**config.mk**
```make
export PLATFORM = sky130hd
export DESIGN_NAME = param_seq_detector
export DESIGN_NICKNAME = d
export VERILOG_FILES = /design/src/rtl/seq_det_pkg.sv /design/src/rtl/param_seq_detector_if.sv /design/src/rtl/seq_det_cmp.sv /design/src/rtl/param_seq_detector.sv
export SDC_FILE = /design/constraint.sdc
export NUM_CORES = 1
export LEC_CHECK = 0
export ABC_AREA = 1
export ABC_CLOCK_PERIOD_IN_PS = 3000
export CAP_MARGIN = 10
export CORE_ASPECT_RATIO = 0.8
export CORE_UTILIZATION = 52
export CTS_CLUSTER_SIZE = 25
export DETAILED_ROUTE_END_ITERATION = 12
export PLACE_DENSITY = 0.9
export SYNTH_ARGS = -nofsm -noshare
export SYNTH_HDL_FRONTEND = slang
export SYNTH_SLANG_ARGS = --single-unit
export TNS_END_PERCENT = 30
```
**constraint.sdc**
```tcl
create_clock -name clk -period 3 [get_ports clk]
set_clock_uncertainty 0.2 [all_clocks]
set_input_delay 0.45 -clock clk [delete_from_list [all_inputs] [get_ports clk]]
set_output_delay 0.45 -clock clk [all_outputs]
set_load 0.02 [all_outputs]
```
**src/rtl/seq_det_pkg.sv**
```systemverilog
// Shared types and reset constants for the parameterised serial sequence detector.
// Optional match counter is enabled with `define SEQ_DET_CNT_EN.
package seq_det_pkg;

  localparam int unsigned MAX_PAT_W = 32;
  localparam int unsigned LEN_W     = $clog2(MAX_PAT_W + 1);

  typedef logic [LEN_W-1:0] len_t;

  localparam logic [MAX_PAT_W-1:0] RST_PAT = 32'h0000_000B;
  localparam len_t                 RST_LEN = len_t'(4);

  // Oversized lengths collapse to the full history width.
  function automatic len_t clamp_len(input len_t len, input int unsigned pat_w);
    return (32'(len) > pat_w) ? len_t'(pat_w) : len;
  endfunction

endpackage

```
**src/rtl/param_seq_detector_if.sv**
```systemverilog
// Link between the detector datapath and its masked pattern comparator.
interface param_seq_detector_if
  import seq_det_pkg::*;
#(
  parameter int unsigned PAT_W = 8
) ();

  logic [PAT_W-1:0] hist_next;
  logic [PAT_W-1:0] pat;
  len_t             len;
  logic             hit;

  modport master (output hist_next, output pat, output len, input hit);
  modport slave  (input hist_next, input pat, input len, output hit);

endinterface

```
**src/rtl/seq_det_cmp.sv**
```systemverilog
// Combinational compare of the low len bits of the next history against the pattern.
module seq_det_cmp
  import seq_det_pkg::*;
#(
  parameter int unsigned PAT_W = 8
) (
  param_seq_detector_if.slave cmp_if
);

  logic [PAT_W-1:0] mask_c;

  always_comb begin
    mask_c = '0;
    for (int unsigned i = 0; i < PAT_W; i++) begin
      mask_c[i] = (i < 32'(cmp_if.len));
    end
  end

  // A zero-length pattern never matches, even though its mask is empty.
  assign cmp_if.hit = (cmp_if.len != '0) &&
                      (((cmp_if.hist_next ^ cmp_if.pat) & mask_c) == '0);

endmodule

```
**src/rtl/param_seq_detector.sv**
```systemverilog
// Serial pattern detector with runtime pattern/length/overlap config and a match pulse.
// `define SEQ_DET_CNT_EN adds the saturating match counter and its clear input.
module param_seq_detector
  import seq_det_pkg::*;
#(
  parameter int unsigned PAT_W = 8,
  parameter int unsigned CNT_W = 8
) (
  input  logic                         clk,
  input  logic                         rst,
  input  logic                         din,
  input  logic                         din_vld,
  input  logic                         cfg_load,
  input  logic [PAT_W-1:0]             cfg_pat,
  input  logic [$clog2(PAT_W+1)-1:0]   cfg_len,
  input  logic                         cfg_ovl,
  input  logic                         cnt_clr,
  output logic                         dout,
  output logic [CNT_W-1:0]             match_cnt
);

  localparam logic [PAT_W-1:0] RST_PAT_P = RST_PAT[PAT_W-1:0];
  localparam len_t             RST_LEN_P = clamp_len(RST_LEN, PAT_W);
  localparam len_t             FULL_LEN  = len_t'(PAT_W);

  logic [PAT_W-1:0] hist_q, hist_d;
  len_t             fill_q, fill_d;
  logic [PAT_W-1:0] pat_q, pat_d;
  len_t             len_q, len_d;
  logic             ovl_q, ovl_d;
  logic             dout_q, dout_d;

  logic [PAT_W-1:0] hist_nx;
  len_t             fill_nx;
  logic             hit;
  logic             match_c;

  param_seq_detector_if #(.PAT_W(PAT_W)) cmp_if ();

  assign cmp_if.hist_next = hist_nx;
  assign cmp_if.pat       = pat_q;
  assign cmp_if.len       = len_q;
  assign hit              = cmp_if.hit;

  seq_det_cmp #(.PAT_W(PAT_W)) u_cmp (
    .cmp_if (cmp_if.slave)
  );

  // Next-state: config load takes priority and swallows any same-cycle sample.
  always_comb begin
    hist_nx = {hist_q[PAT_W-2:0], din};
    fill_nx = (fill_q == FULL_LEN) ? fill_q : fill_q + len_t'(1);
    match_c = din_vld && !cfg_load && (fill_nx >= len_q) && hit;

    hist_d  = hist_q;
    fill_d  = fill_q;
    pat_d   = pat_q;
    len_d   = len_q;
    ovl_d   = ovl_q;
    dout_d  = match_c;

    if (cfg_load) begin
      pat_d  = cfg_pat;
      len_d  = clamp_len(len_t'(cfg_len), PAT_W);
      ovl_d  = cfg_ovl;
      hist_d = '0;
      fill_d = '0;
    end else if (din_vld) begin
      hist_d = hist_nx;
      // Non-overlapping mode demands len fresh bits after every match.
      fill_d = (match_c && !ovl_q) ? '0 : fill_nx;
    end
  end

  always_ff @(posedge clk or posedge rst) begin
    if (rst) begin
      hist_q <= '0;
      fill_q <= '0;
      pat_q  <= RST_PAT_P;
      len_q  <= RST_LEN_P;
      ovl_q  <= 1'b1;
      dout_q <= 1'b0;
    end else begin
      hist_q <= hist_d;
      fill_q <= fill_d;
      pat_q  <= pat_d;
      len_q  <= len_d;
      ovl_q  <= ovl_d;
      dout_q <= dout_d;
    end
  end

  assign dout = dout_q;

  logic unused_hist_msb;
  assign unused_hist_msb = hist_q[PAT_W-1];

`ifdef SEQ_DET_CNT_EN
  logic [CNT_W-1:0] cnt_q, cnt_d;

  // Clear beats a coincident match; count saturates at all-ones.
  always_comb begin
    cnt_d = cnt_q;
    if (cnt_clr) begin
      cnt_d = '0;
    end else if (match_c && (cnt_q != '1)) begin
      cnt_d = cnt_q + CNT_W'(1);
    end
  end

  always_ff @(posedge clk or posedge rst) begin
    if (rst) begin
      cnt_q <= '0;
    end else begin
      cnt_q <= cnt_d;
    end
  end

  assign match_cnt = cnt_q;
`else
  logic unused_cnt_clr;
  assign unused_cnt_clr = cnt_clr;
  assign match_cnt      = '0;
`endif

endmodule

```
# Word level (Yosys, flattened, before mapping)
# Index checks and enable logic that the tools add are counted.
dict set report word_totals {
  n_memories 0
  inputBits 19
  ram_bits 0
  wordCells 37
  latch_bits 0
  register_bits 29
  output_inout_bits 9
  romBits 0
}
dict set report classes {
  n_reduce_logical 10
  div 0
  order_cmp 10
  n_mul 0
  bitwise_logic 2
  shift 0
  n_eq_ne 1
  addsub 1
  mux 7
}
# operator n
set ops {}
lappend ops {{3-bit by 6-bit < comparator with 1-bit output, first input constant} 4}
lappend ops {{6-bit 2-to-1 mux} 4}
lappend ops {{7-bit 2-to-1 mux} 2}
lappend ops {{1-bit by 6-bit < comparator with 1-bit output, first input constant} 2}
lappend ops {{2-bit by 6-bit < comparator with 1-bit output, first input constant} 2}
lappend ops {{8-bit AND} 1}
lappend ops {{8-bit zero test} 1}
lappend ops {{8-bit bitwise XOR} 1}
lappend ops {{6-bit by 1-bit adder with 6-bit output, second input constant} 1}
lappend ops {{6-bit by 4-bit equality test with 1-bit output, second input constant} 1}
lappend ops {{6-bit >= comparator} 1}
lappend ops {{6-bit nonzero test} 1}
lappend ops {{1-bit logical AND} 5}
lappend ops {{4-bit greater-than comparator, second input constant} 1}
lappend ops {{4-bit 2-to-1 mux} 1}
lappend ops {{1-bit zero test} 2}
lappend ops {{2-bit nonzero test} 1}

# Depth between registers and ports, before layout
# Gate-level depths: netlist of the first run.
dict set report logic_depth {
  depth_word 9
  ltp_mapped 16
  ltp_nobuf 16
}

# Modules after synthesis
# From an unflattened synthesis of the first run, not the netlist that was laid out.
dict set report unflattened {
  cells_unflattened 214
  area_unflattened_um2 1635.3
}
# mod area_per_inst_um2 cells_per_inst seq_area_each_um2 instances
set modules_own_cells {}
lappend modules_own_cells {param_seq_detector 1413.9 168 681.9 1}
lappend modules_own_cells {seq_det_cmp 221.5 46 0.0 1}

# Least setup slack after synthesis of the first run
# No wires, ideal clock.
dict set report synth_path {
  path_kind {register -> register}
  from {register fill_q[0]}
  to {register dout_q (netlist: dout)}
  synth_period_minus_slack_ps 2099
  path_buffers 0
  path_slack_ps 901
  setup_time_ps 120
  t_required_ps 2680
  path_stages_with_launch 13
  t_arrival_ps 1779
  cell_sequence {dfrtp_1 inv_1 ha_1 nand3_1 xor2_1 ha_1 o21ai_0 nand2_1 nand2_1 nand2_1 nand2_1 nand2_2 and3_2}
}
dict set report synth_via {
  elab_chain_cells 5
  word_cells_on_any_way 6
  cone_classes {1 x add/sub; 1 x order compare; 1 x eq/ne; 1 x mux; 2 x reduce/logical}
}
# element line
set synth_rtl {}
lappend synth_rtl {{start: declaration} param_seq_detector.sv:27} ;# len_t fill_q, fill_d;
lappend synth_rtl {{start signal: assignment} param_seq_detector.sv:85} ;# fill_q <= fill_d;
lappend synth_rtl {{6-bit by 1-bit adder with 6-bit output or 6-bit by 4-bit equality test with 1-bit output (tied branches)} param_seq_detector.sv:52} ;# fill_nx = (fill_q == FULL_LEN) ? fill_q : fill_q + len_t'(1);
lappend synth_rtl {{6-bit 2-to-1 mux *} param_seq_detector.sv:52}
lappend synth_rtl {{6-bit >= comparator *} param_seq_detector.sv:53} ;# match_c = din_vld && !cfg_load && (fill_nx >= len_q) && hit;
lappend synth_rtl {{1-bit logical AND * (2 in series)} param_seq_detector.sv:53}
lappend synth_rtl {{via dout_d} param_seq_detector.sv:31} ;# logic dout_q, dout_d;
lappend synth_rtl {{end signal: assignment} param_seq_detector.sv:89} ;# dout_q <= dout_d;
lappend synth_rtl {{end: declaration} param_seq_detector.sv:31}
# Mark *: on every way through the listed nets, which the timed path passes. The rest lies on a longest branch.
# A chain may end at the register's enable or synchronous reset.

# Final worst setup path of the first run
dict set report layout_path {
  from {register fill_q[0]}
  to {register fill_q[0]}
}
dict set report layout_via {
  elab_chain_cells 9
  word_cells_on_any_way 10
  cone_classes {1 x add/sub; 1 x order compare; 1 x eq/ne; 4 x mux; 3 x reduce/logical}
}
# element line
set layout_rtl {}
lappend layout_rtl {{6-bit by 1-bit adder with 6-bit output or 6-bit by 4-bit equality test with 1-bit output (tied branches)} param_seq_detector.sv:52}
lappend layout_rtl {{6-bit 2-to-1 mux *} param_seq_detector.sv:52}
lappend layout_rtl {{6-bit >= comparator} param_seq_detector.sv:53}
lappend layout_rtl {{1-bit logical AND (2 in series)} param_seq_detector.sv:53}
lappend layout_rtl {{1-bit logical AND} param_seq_detector.sv:71} ;# fill_d = (match_c && !ovl_q) ? '0 : fill_nx;
lappend layout_rtl {{6-bit 2-to-1 mux *} param_seq_detector.sv:71}
lappend layout_rtl {{6-bit 2-to-1 mux *} param_seq_detector.sv:68} ;# end else if (din_vld) begin
lappend layout_rtl {{6-bit 2-to-1 mux *} param_seq_detector.sv:62} ;# if (cfg_load) begin
# Mark *: on every way between the ends. The rest lies on a longest branch, timed or not. The select of a mux whose other input is x is not followed.

==> results of run 1 <==
## metrics by stage
stage	power, W	std cells	cell area (um^2)
floorplan	0.000508	226	1620
global placement	0.000542	274	1800
detailed placement	0.000553	274	1800
CTS	0.000749	278	1840
global route	0.000793	278	1840
finish	0.000749	278	1840
## worst max path at each step
| stage | startpoint | endpoint | cells past startpoint |
|---|---|---|---|
| final | fill_q[0] | fill_q[0] | 14 |
| after global routing | fill_q[0] | fill_q[4] | 16 |
| after CTS | fill_q[0] | fill_q[0] | 14 |
| after detailed placement | fill_q[0] | fill_q[5] | 14 |
| after global placement | fill_q[0] | fill_q[0] | 16 |
| after floorplan | fill_q[0] | dout | 12 |
## cell type report
| type | instances | area [um^2] |
|---|---|---|
| well taps | 38 | 47.5 |
| repair buffers | 21 | 203 |
| fillers | 237 | 988 |
| inverters | 37 | 139 |
| clock buffers | 4 | 45.0 |
| flip-flops and latches | 27 | 682 |
| multi-input cells | 151 | 724 |
## sequential cells by signal, indices dropped and copies added (netlist names)
signal,cells
cmp_if.pat,8
hist_q,7
cmp_if.len,4
dout,1
ovl_q,1
fill_q,6
## metal layers
layer	part of all wire	vias to the layer above	track usage
met1	0.50	626	0.287
met3	0.034	4	0.0268
met5	0	-	0
met4	0.011	0	0.0530
li1	-	697	-
met2	0.46	36	0.369
## cells by family after synthesis
kind of cell,synth area share
xor+xnor,0.00550
fa+ha+maj,0.0472
simple gates,0.292
flops,0.428
compound gates,0.0920
buf+inv,0.133
other cells,0.00236
## power by group
group	switching, W	internal (W)
sequential	0.0000137	0.000387
clock	0.000108	0.0000949
combinational	0.0000881	0.0000570
total	0.000210	0.000539
## synth_stat cells
cell      number  share of area
nand2_1       76           0.18
conb_1         1         0.0024
dfrtp_1       22           0.35
nor3_1         1         0.0031
o21a_1         1         0.0047
a21oi_2        1         0.0055
nand3_2        1         0.0063
clkbuf_1       2         0.0047
inv_2          1         0.0024
ha_1           6          0.047
nand2_2        3          0.012
a21oi_1        4          0.013
dfstp_2        5          0.083
o22ai_1        6          0.024
buf_2          1         0.0031
inv_1         36          0.085
nand3_1        8          0.025
buf_4          8          0.038
o21bai_1       1         0.0047
and3_2         1         0.0047
nor2_1        17          0.040
nand4_4        1          0.013
xor2_1         1         0.0055
o21ai_0       13          0.041
nor2_2         2         0.0079
## worst reg2reg max path, cell delays in order (launching register included)
cell and delay (ps):
dfrtp_1 420, inv_1 90, ha_1 200, nand3_1 160
xor2_1 250, ha_1 280, o21ai_0 210, nand2_1 80
nand2_1 60, nand2_1 50, nand2_1 70, nand2_2 80
nand4_4 100, nand2_1 60, nand2_1 60
## placed cells by master, fill, tap and decap left out
cell,count
clkdlybuf4s50_1,18
dfrtp_1,22
ha_1,6
clkbuf_1,1
nand3_1,8
buf_4,3
nand2_1,76
o22ai_1,6
inv_1,36
o21bai_1,1
nand2_2,3
nand4_4,1
a21oi_2,1
xor2_1,1
clkbuf_8,3
nor2_1,17
o21ai_0,13
nand3_2,1
conb_1,8
nor2_2,2
dfstp_2,5
a21oi_1,4
nor3_1,1
o21a_1,1
and3_2,1
inv_2,1
==> flow_summary.ini, run 1 <==
[setup_path]
worstPathArrival_ps = 2440
cp_cell_sequence = inv_1 > ha_1 > nand3_1 > xor2_1 > ha_1 > o21ai_0 > nand2_1 > nand2_1 > nand2_1 > nand2_1 > nand2_2 > nand4_4 > nand2_1 > nand2_1
crit_type = flop to flop
ff2ff_setup_slack_ps = 560
critPathTopFamily = simple AND/OR/NAND/NOR gates
reg2reg_depth = 14
r2r_start = fill_q[0]
critPathBufInv = 1
cp-end-kind = flop
cp_max_fo = 6
crit_path_max_incr_delay_ps = 420
cp.required_ps = 3010
reg2reg_to = fill_q[0]
worst_path_most_repeated_cell = nand2_1
critPathSlowestCell = dfrtp_1
cp-start-kind = flop

[timing]
hold_viol = 0
fin_hold_ws_ps = 295
grt_setup_unrepaired = no
final.min_clock_period_ps = 2440
max_freq_mhz = 410
finalCritPeriodShare = 0.813
setup_ws_ps = 562
slew_violations = 0
finalSetupTns_ps = 0
finalSetupViolCount = 0

[run_status]
status = complete, no violations

[cts]
post-cts-setup-buffers = 0
clk_path_buf_depth = 2
cts_root_buf = clkbuf_8
cts_made_buffers = 3
cts_resized = 0
cts.clk_slew.worst_paths_ps = 80
cts.sinks = 27
htreeDepth = 1
ctsHoldBuffers = 0
cts_tree = yes
clk_latency_ps = 270

[pwr]
ir_worst_vdd_v = 0.000255
p_per_area_nw_per_um2 = 407
cellLeakagePower_nw = 0.960

[synthesis]
syn_area_um2 = 1590
avgSynthCellArea_um2 = 7.27
postSynthCellCount = 219
ys_seq_area_frac = 0.428
synth.distinct_cells = 25
ys_ff_latch = 27
ys_warn_count = 0

[placement]
pre_cts_ws_ps = 601
place.gp.congestion = 0.826
hpwl_mm = 2.32
io_buffers = 18

[route]
wl_mm = 3.00
avgViaCountPerCell = 4.90
wire_per_inst_um = 10.8
ant_nets = 0
first_pass_iters = 4
remaining_drc_errors = 0
drtIter0Drc = 79
vias = 1363

[global_routing]
grt_max_degree = 28
antenna_found_initial = 0
overflow = 0
grt_pass1_wl_mm = 5.46
grt_use_total = 0.214
first_global_vias = 1310

[floorplan]
io_pins = 28
die_area_um2 = 3290
die_y_um = 51.5
dieWidth_um = 63.9
num_rows = 17
coreArea_um2 = 2830
start_util = 0.563

[cells_and_area]
syn2layout_area_growth_pct = 15.6
postLayoutCoreUtil = 0.651
drive_gt1_frac = 0.0875
diodes = 0
fin_nets = 266

[min_path]
hold_path_class = flop to flop
holdPathStages = 2
hp-start = cmp_if.pat[0]
hold_path_end = cmp_if.pat[0]

[job]
cap_violations = 0
Note: power is estimated with default switching activity, not from simulation.
==> run 2, diff against run 1 <==
--- a/config.mk
+++ b/config.mk
@@ -6,7 +6,7 @@
 export NUM_CORES = 1
 export LEC_CHECK = 0
 export ABC_AREA = 1
-export ABC_CLOCK_PERIOD_IN_PS = 3000
+export ABC_CLOCK_PERIOD_IN_PS = 2300
 export CAP_MARGIN = 10
 export CORE_ASPECT_RATIO = 0.8
 export CORE_UTILIZATION = 52
==> constraint.sdc (replaced) <==
create_clock -name clk -period 2.3 [get_ports clk]
set_clock_uncertainty 0.2 [all_clocks]
set_input_delay 0.345 -clock clk [delete_from_list [all_inputs] [get_ports clk]]
set_output_delay 0.345 -clock clk [all_outputs]
set_load 0.02 [all_outputs]
==> run 2 against run 1 <==
Net effect: register-to-register slack got worse by 510 ps; power rose by 30%; first-iteration DRC count fell by 28%; die area did not move; cell area rose by 2.9%; combinational power rose by 34%; sequential share of layout area fell by 1.0 points; non-clock buffer count rose by 5; critical endpoint is now fill_q[1]; via count fell by 0.51%; clock power rose by 28%; final cell count rose by 1.8%.
==> flow_summary.ini, run 2 (synthesis results as in run 1) <==
[setup_path]
cp_cell_sequence = nor3_2 > nand3_2 > nand2_1 > o21a_1 > inv_1 > ha_1 > o21ai_1 > nand2_1 > nand2_1 > nand2_1 > nand2_1 > nand2_2 > nand4_4 > nand2_1 > nand2_1
critPathSlowestCell = dfrtp_1
cp-end-kind = flop
cp.required_ps = 2260
crit_type = flop to flop
worst_path_most_repeated_cell = nand2_1
reg2reg_depth = 15
worstPathArrival_ps = 2210
cp-start-kind = flop
crit_path_max_incr_delay_ps = 410
cp_max_fo = 6

[pwr]
intPower_w = 0.000706
finalPower_w = 0.000975
p_sw_w = 0.000269
cellLeakagePower_nw = 0.988
p_sw_frac = 0.276
p_per_area_nw_per_um2 = 515
pwr-share-seq = 0.535
clkPwrFrac = 0.266
ir_worst_vdd_v = 0.000376
p_comb_frac = 0.199

[timing]
max_freq_mhz = 444
finalSetupViolCount = 0
slew_headroom = 0.593
fin_hold_ws_ps = 230
tightestPinTransition_ps = 608
grt_setup_unrepaired = yes
finalCritPeriodShare = 0.978
final.min_clock_period_ps = 2250
hold_viol = 0
slew_violations = 0

[cells_and_area]
stdcell_count = 283
postLayoutCoreUtil = 0.669
final_cell_mix = nand2_1 (74), inv_1 (35), dfrtp_1 (22)
layout_commonest_cell = nand2_1
diodes = 0
fin_area_um2 = 1890
syn2layout_area_growth_pct = 18.9
fin_nets = 271
largest_register_ffs = 8
drive_gt1_frac = 0.127

[min_path]
hold_path_class = input pin to async pin

[cts]
cts_root_buf = clkbuf_8
clk_latency_ps = 270
cts_made_buffers = 3
cts.sinks = 27
clk_path_buf_depth = 2
htreeDepth = 1
ctsHoldBuffers = 0
cts_tree = yes
cts.clk_slew.worst_paths_ps = 90

[placement]
place.gp.congestion = 0.818
dp_cells = 278
placed_area_um2 = 1830
io_buffers = 18
hpwl_mm = 2.37

[global_routing]
first_global_vias = 1303
grt_use_total = 0.218
met1_usage = 0.288
grt_max_degree = 28
overflow = 0
grtUsageMet2 = 0.369
gr-usage-met3 = 0.0469
top_usage_layer = met2
grt_pass1_wl_mm = 5.44
antenna_found_initial = 0

[job]
cap_violations = 0

[floorplan]
io_pins = 28
num_rows = 17
die_area_um2 = 3290
coreArea_um2 = 2830
start_util = 0.563
die_y_um = 51.5
dieWidth_um = 63.9

[route]
avgViaCountPerCell = 4.79
drtIter0Drc = 57
remaining_drc_errors = 0
vias = 1356
wl_mm = 3.07
wire_per_inst_um = 10.9
first_pass_iters = 4
ant_nets = 0

[run_status]
status = complete, no violations
run 2: area by class of cell:
cell class                 instances  area [um^2]
clock buffer                       4         45.0
fill                             229          936
inverter                          37          139
multi-input combinational        151          739
sequential                        27          682
tap                               38         47.5
timing repair buffer              26          240
run 2: path summary, 6_finish.rpt:
kind                          startpoint            end  slack [ps]
max                            fill_q[4]      fill_q[1]          50
min reg2reg                cmp_if.pat[0]  cmp_if.pat[0]         300
min                                  rst      fill_q[4]         230
min in group clk           cmp_if.pat[0]  cmp_if.pat[0]         300
max reg2reg                    fill_q[4]      fill_q[1]          50
max in group asynchronous            rst  cmp_if.pat[0]        1370
run 2: through the flow:
step                setup slack (ps)  TNS (ps)
CTS                             3.08         0
finish                          49.7         0
detailed placement              24.4         0
floorplan                        201         0
global route                    -154      -903
global placement                54.6         0
run 2: layer usage:
metal	part of all wire	routed length, um
met3	0.044	136
met2	0.47	1430
met4	0.0081	25
met1	0.48	1480
met5	0	0
run 2: power groups by stage:
stage | Sequential [W] | Clock (W) | Combinational (W)
3_3_place_gp | 0.000528 | 0 | 0.000183
3_5_place_dp | 0.000529 | 0 | 0.000192
6_report | 0.000521 | 0.000260 | 0.000194
5_1_grt | 0.000525 | 0.000284 | 0.000223
4_1_cts | 0.000521 | 0.000262 | 0.000193
2_1_floorplan | 0.000528 | 0 | 0.000135
run 2: worst max-delay path, delay by kind of cell, from the launching register on:
family,cells,cell delay (ps)
flip-flops,1,410
adder cells (fa/ha/maj),1,260
AND/OR/NAND/NOR,11,1020
AO/OA/AOI/OAI,2,200
buffers and inverters,1,50
run 2: repair_timing:
| action | CTS | global route |
|---|---|---|
| resized for setup | 0 | 6 |
| endpoints found under the setup margin | 0 | 7 |
| setup buffers | 0 | 1 |
